**src/rtl/mux_n_pipe.sv**
```systemverilog
// Parametrised N:1 operand-select mux with optional select/input and output register stages.
// A valid tag travels with the data; sel_err latches any valid out-of-range select.
module mux_n_pipe #(
   parameter int WIDTH   = 48,
   parameter int NUM_IN  = 8,
   parameter int SEL_W   = 3,
   parameter int SEL_REG = 1,
   parameter int OUT_REG = 1
) (
   input  logic                    clk,
   input  logic                    rst,
   input  logic                    ce,
   input  logic [NUM_IN*WIDTH-1:0] in_bus,
   input  logic [SEL_W-1:0]        sel,
   input  logic                    valid_in,
   output logic [WIDTH-1:0]        out,
   output logic                    valid_out,
   output logic                    sel_err
);

   localparam logic [31:0] NUM_IN_U = 32'(NUM_IN);

   if ((NUM_IN < 2) || (NUM_IN > (2 ** SEL_W))) begin : g_bad_num_in
      $error("mux_n_pipe: NUM_IN must lie in 2..2**SEL_W");
   end

   // OR-of-AND selection: an out-of-range select matches no input and yields zero
   function automatic logic [WIDTH-1:0] mux_pick(
      input logic [SEL_W-1:0]        s,
      input logic [NUM_IN*WIDTH-1:0] d
   );
      logic [WIDTH-1:0] acc;
      acc = {WIDTH{1'b0}};
      for (int k = 0; k < NUM_IN; k++) begin
         acc = acc | ({WIDTH{s == SEL_W'(k)}} & d[k*WIDTH +: WIDTH]);
      end
      return acc;
   endfunction

   logic [SEL_W-1:0]        sel_m_s;
   logic [NUM_IN*WIDTH-1:0] in_m_s;
   logic                    valid_m_s;
   logic [WIDTH-1:0]        mux_s;
   logic                    range_err_s;
   logic                    sel_err_r;

   if (SEL_REG != 0) begin : g_stage1
      logic [SEL_W-1:0]        sel_r;
      logic [NUM_IN*WIDTH-1:0] in_r;
      logic                    valid_r;

      // stage 1: capture select, operands and valid tag together
      always_ff @(posedge clk) begin
         if (rst) begin
            sel_r   <= {SEL_W{1'b0}};
            in_r    <= {(NUM_IN*WIDTH){1'b0}};
            valid_r <= 1'b0;
         end else if (ce) begin
            sel_r   <= sel;
            in_r    <= in_bus;
            valid_r <= valid_in;
         end else begin
            sel_r   <= sel_r;
            in_r    <= in_r;
            valid_r <= valid_r;
         end
      end

      assign sel_m_s   = sel_r;
      assign in_m_s    = in_r;
      assign valid_m_s = valid_r;
   end else begin : g_stage1_bypass
      assign sel_m_s   = sel;
      assign in_m_s    = in_bus;
      assign valid_m_s = valid_in;
   end

   // select decode and range check on the mux-stage values
   always_comb begin
      mux_s       = mux_pick(sel_m_s, in_m_s);
      range_err_s = valid_m_s && (32'(sel_m_s) >= NUM_IN_U);
   end

   if (OUT_REG != 0) begin : g_stage2
      logic [WIDTH-1:0] out_r;
      logic             valid_r;

      // stage 2: register mux result with its valid tag
      always_ff @(posedge clk) begin
         if (rst) begin
            out_r   <= {WIDTH{1'b0}};
            valid_r <= 1'b0;
         end else if (ce) begin
            out_r   <= mux_s;
            valid_r <= valid_m_s;
         end else begin
            out_r   <= out_r;
            valid_r <= valid_r;
         end
      end

      assign out       = out_r;
      assign valid_out = valid_r;
   end else begin : g_stage2_bypass
      assign out       = mux_s;
      assign valid_out = valid_m_s;
   end

   // sticky error: ignores ce so a stalled out-of-range item still flags; only rst clears
   always_ff @(posedge clk) begin
      if (rst) begin
         sel_err_r <= 1'b0;
      end else if (range_err_s) begin
         sel_err_r <= 1'b1;
      end else begin
         sel_err_r <= sel_err_r;
      end
   end

   assign sel_err = sel_err_r;

endmodule

```
**config.mk**
```make
export PLATFORM = sky130hd
export DESIGN_NAME = mux_n_pipe
export DESIGN_NICKNAME = d
export VERILOG_FILES = /design/src/rtl/mux_n_pipe.sv
export SDC_FILE = /design/constraint.sdc
export NUM_CORES = 1
export LEC_CHECK = 0
export BUFFER_PORTS_ARGS = -buffer_cell sky130_fd_sc_hd__buf_4
export CAP_MARGIN = 30
export CORE_ASPECT_RATIO = 0.7
export CORE_MARGIN = 4
export CORE_UTILIZATION = 50
export CTS_CLUSTER_DIAMETER = 150
export DETAILED_ROUTE_END_ITERATION = 6
export MAX_ROUTING_LAYER = met4
export PLACE_DENSITY = 0.73
export SLEW_MARGIN = 20
export SYNTH_ARGS = -nofsm -noshare
export SYNTH_HDL_FRONTEND = slang
export SYNTH_SLANG_ARGS = --single-unit
```
**constraint.sdc**
```tcl
create_clock -name clk -period 1.95 [get_ports clk]
set_input_delay 0.0975 -clock clk [delete_from_list [all_inputs] [get_ports clk]]
set_output_delay 0.0975 -clock clk [all_outputs]
set_load 0.02 [all_outputs]
```
* Word-level counts from Yosys, hierarchy flattened
Cells that the tools add are included.
** Word-level totals
- Output and inout bits :: 50
- Input port bits :: 391
- Register bits :: 437
- Logic and storage cells :: 28
** Operators by class
- Bitwise operators :: 15
- Reductions and logical operators :: 1
- Equal/unequal tests :: 7
** Operator list (number)
- $and 48x48->48 :: 8
- $or 48x48->48 :: 7
- $eq 3x3->1 const B :: 4
- $eq 3x2->1 const B :: 2
- $eq 3x1->1 const B :: 1
- $logic_not 3->1 :: 1

* Longest topological paths before layout
- Depth in word-level cells :: 9
- Depth in mapped cells :: 8
- Depth with buffers taken out :: 4

* Worst setup path before layout
Ideal clock, no wire load.
- Path kind :: reg2reg
- Start :: register g_stage1.sel_r[1]
- End :: register g_stage2.out_r[15] (netlist: out[15])
- Setup slack :: 0.451 ns
- Clock period less this slack :: 1.499 ns
- Stages on the path, launching flop included :: 9
- Path buffers :: 4
- Library setup time :: 0.115 ns
- Data required time :: 1.835 ns
- Data arrival time :: 1.384 ns
- Path through :: dfxtp_1 -> buf_6 -> and2b_1 -> buf_4 -> buf_6 -> buf_2 -> a22oi_1 -> a21boi_0 -> o21a_1
** On the way
- Longest elaborated chain between the ends :: 9
- Elaborated cells between the ends (all ways) :: 23
- Those cells by class :: eq/ne: 7; bitwise: 15; reduce/logical: 1
** Ends and longest elaborated chain
- start, declared :: RTL line 48 : logic [SEL_W-1:0] sel_r;
- start signal, assigned :: RTL line 55 : sel_r <= {SEL_W{1'b0}};
- start signal, assigned :: RTL line 59 : sel_r <= sel;
- start signal, assigned :: RTL line 63 : sel_r <= sel_r;
- $eq 3x1->1 / $logic_not 3->1 (equally long branches) :: RTL line 35 : acc = acc | ({WIDTH{s == SEL_W'(k)}} & d[k*WIDTH +: WIDTH]);
- $and 48x48->48 :: RTL line 35
- $or 48x48->48 (6 in series) :: RTL line 35
- $or 48x48->48 (*) :: RTL line 35
- end signal, assigned :: RTL line 91 : out_r <= {WIDTH{1'b0}};
- end signal, assigned :: RTL line 94 : out_r <= mux_s;
- end signal, assigned :: RTL line 97 : out_r <= out_r;
- end, declared :: RTL line 85 : logic [WIDTH-1:0] out_r;
Mark *: on every way between the ends. The rest lies on a longest branch, timed or not.
A chain may end at the register's enable or synchronous reset.

* Final worst setup path
- Start :: register g_stage1.sel_r[1]
- End :: register g_stage2.out_r[41] (netlist: out[41])
The elaborated chain is that of the path after synthesis.

==> results.md <==
- Outcome: finished with violations
- Failing checks: setup timing
- Arr. time, crit path: 2.43 ns
- Unrepaired setup endpoints after global routing: no
- Number of remaining DRC errors: 0
- Mapped Nets: 2255
- Nets: 3114
- CTS tree: built
- Cell count after synthesis: 1864
- Initial Util: 0.510
- Static Leak: 0.0129 µW
- Number of CTS-inserted buffers: 42
- Worst-margin pin slew: 0.771 ns
- Root Buffer: clkbuf_16
- Final core utilization: 0.788
- DPL Wire Length: 49500 µm
- WL per Instance: 23.4 µm
- Fmax: 504 MHz
- Synthesis Warnings: 0
- Crit path kind: register to register
- Drt pass-1 iters: 5
- Critical Path Start Type: register
- Final worst-path cycle share: 1.02
- Tmin final: 1.98 ns
- Most frequent cells in the layout: buf_4, mux2i_1, nor2_1
- Clk_skew: 0.0204 ns
- Vias in the first global route: 18.2k
- Final Wtd Congestion: 1.01
- Clk pin slew, worst setup/hold paths: 0.06 ns
- Final setup viols: 1
- # rows: 58
- Die area: 0.0400 mm²
- Post-place setup slack: -0.106 ns
- Largest cells by area after synthesis: dfxtp_1, mux2i_1, nor2_1
- Initial DRC Count: 1818
- EDFF count, synth: 0
- IO Count: 441
- Maximum buffer depth of the clock tree: 3
- Syn_area_per_cell: 9.89 µm²
- Synth top area share: 0.475
- Synth-to-Final Area Change: 54.5%
- Final Routed Wirelength: 76000 µm
- Avg Vias per Cell: 5.61
- Max cap viols: 0
- WP data required: 2.39 ns
- Worst-skew pair later-pin latency: 0.56 ns
- Clk sinks: 437
- H-tree depth: 2
- Final ANT Viol Nets: 0
- Grt ovf: 0
- Slew Limit Fails: 0
- Die Wd: 237 µm
- Largest net degree at the start of global routing: 59
- Most used DFF post-synth: dfxtp_1
- Slew HR: 0.486
- Final setup margin: -0.0347 ns
- Fin. Hold Viols: 0
- Worst Hold Depth: 4
- Layout fillers: 2253
- Crit end category: register
- Global-route wire length before repair: 112000 µm
- I/O Buffers: 439
- Vias: 18.2k
- Initial antenna violation count: 19
- Worst Hold Class: input port to register
- Synth unique cells: 43
- Layout cell share with drive strength beyond 1: 0.233
- Yosys top cell by area: dfxtp_1
- Die Y: 169 µm
- Seq cells post-synth: 437
- R2R cell count: 7
- FFs w/ async S/R, synth: 0
- Commonest non-fill, non-tap cell in the layout: buf_4
- Register area share after synthesis: 0.475
- Max IR drop VDD: 0.621 mV
- Pwr/cell area: 783 mW/mm²
- Core area: 0.0361 mm²
- Mapped Area: 0.0184 mm²
- Worst-path fanout max: 24
- Overall Global Routing Usage: 0.372
## metal layers
metal / global-route usage / part of all wire / vias to the layer above
met5: - / 0 / -
met4: 0.133 / 0.039 / 0
met3: 0.0888 / 0.098 / 212
met2: 0.528 / 0.43 / 1011
met1: 0.519 / 0.44 / 8766
li1: - / - / 8243
## report_power, final
| part | switching [µW] | internal, µW |
|---|---|---|
| Clock | 3590 | 4720 |
| Combinational | 1910 | 2190 |
| Sequential | 404 | 9480 |
| Total | 5910 | 16400 |
## worst max-delay path, stage by stage (launching register included)
cell	delay, ns
dfxtp_4	0.47
buf_12	0.18
buf_12	0.19
buf_4	0.18
mux2i_1	0.07
a22oi_1	0.34
nand2_1	0.09
a311oi_1	0.33
## registers in the layout, indices dropped and copies added (netlist names)
signal / count
g_stage1.in_r: 384
g_stage1.valid_r: 1
g_stage1.sel_r: 3
out: 48
valid_out: 1
## worst paths after layout
check,from,end,slack (ns)
worst min register to register,out[26]$_SDFFE_PP0P_,out[26]$_SDFFE_PP0P_,0.49
worst max register to register,g_stage1.sel_r[1]$_SDFFE_PP0P_,out[41]$_SDFFE_PP0P_,-0.03
worst max-delay path,g_stage1.sel_r[1]$_SDFFE_PP0P_,out[41]$_SDFFE_PP0P_,-0.03
worst min-delay path,ce,out[31]$_SDFFE_PP0P_,0.05
## synthesized netlist by cell type, drive strengths merged (3+ instances only)
cell      n
a21o     10
a22oi    45
buf      86
nor2b     3
o21ai    28
a21oi    16
nand2b    8
mux2i   477
a211oi    3
o211ai   14
a221oi   20
clkbuf   75
nand2    36
dfxtp   437
o21a     14
a21boi   14
a221o     9
mux2     20
nor2    477
a311oi   31
a31oi    20
and2      6
## final cells by class
| cell class | count | area, µm² | area share |
|---|---|---|---|
| multi-input cells | 1265 | 8860 | 0.311 |
| repair buffers | 976 | 8830 | 0.310 |
| flip-flops and latches | 437 | 8760 | 0.308 |
| clock buffers | 66 | 1260 | 0.0444 |
| well taps | 480 | 601 | 0.0211 |
| clock inverters | 10 | 104 | 0.00365 |
| diodes | 17 | 42.5 | 0.00149 |
| inverters | 1 | 3.75 | 0.000132 |
## cells by family (layout without fill, tap and decap cells)
| group | Yosys count | in the layout | synth area share |
|---|---|---|---|
| simple gates | 538 | 538 | 0.113 |
| buf+inv | 162 | 1053 | 0.0458 |
| compound gates | 227 | 227 | 0.0924 |
| other cells | 1 | 18 | 0.000204 |
| flops | 437 | 437 | 0.475 |
| mux | 499 | 499 | 0.274 |
## timing repair
item	in CTS	in global routing
endpoints found under the setup margin	2	15
endpoints found under the hold margin	389	0
cloned	0	0
resized for setup	2	8
setup buffers	0	2
hold buffers	437	0
## metrics by stage
step | cells | total power (µW) | cell area (µm²) | TNS, ns | hold WS [ns]
2_1_floorplan | 1864 | 11600 | 18400 | 0 | 0.244
3_3_place_gp | 2720 | 13200 | 22600 | -0.110 | 0.330
3_5_place_dp | 2720 | 13200 | 22600 | -0.140 | 0.337
4_1_cts | 3233 | 22100 | 28400 | 0 | 0.0175
5_1_grt | 3252 | 22900 | 28500 | 0 | 0.0526
6_report | 3252 | 22300 | 28500 | -0.0347 | 0.0488
Power figures use the tool's default switching activity.
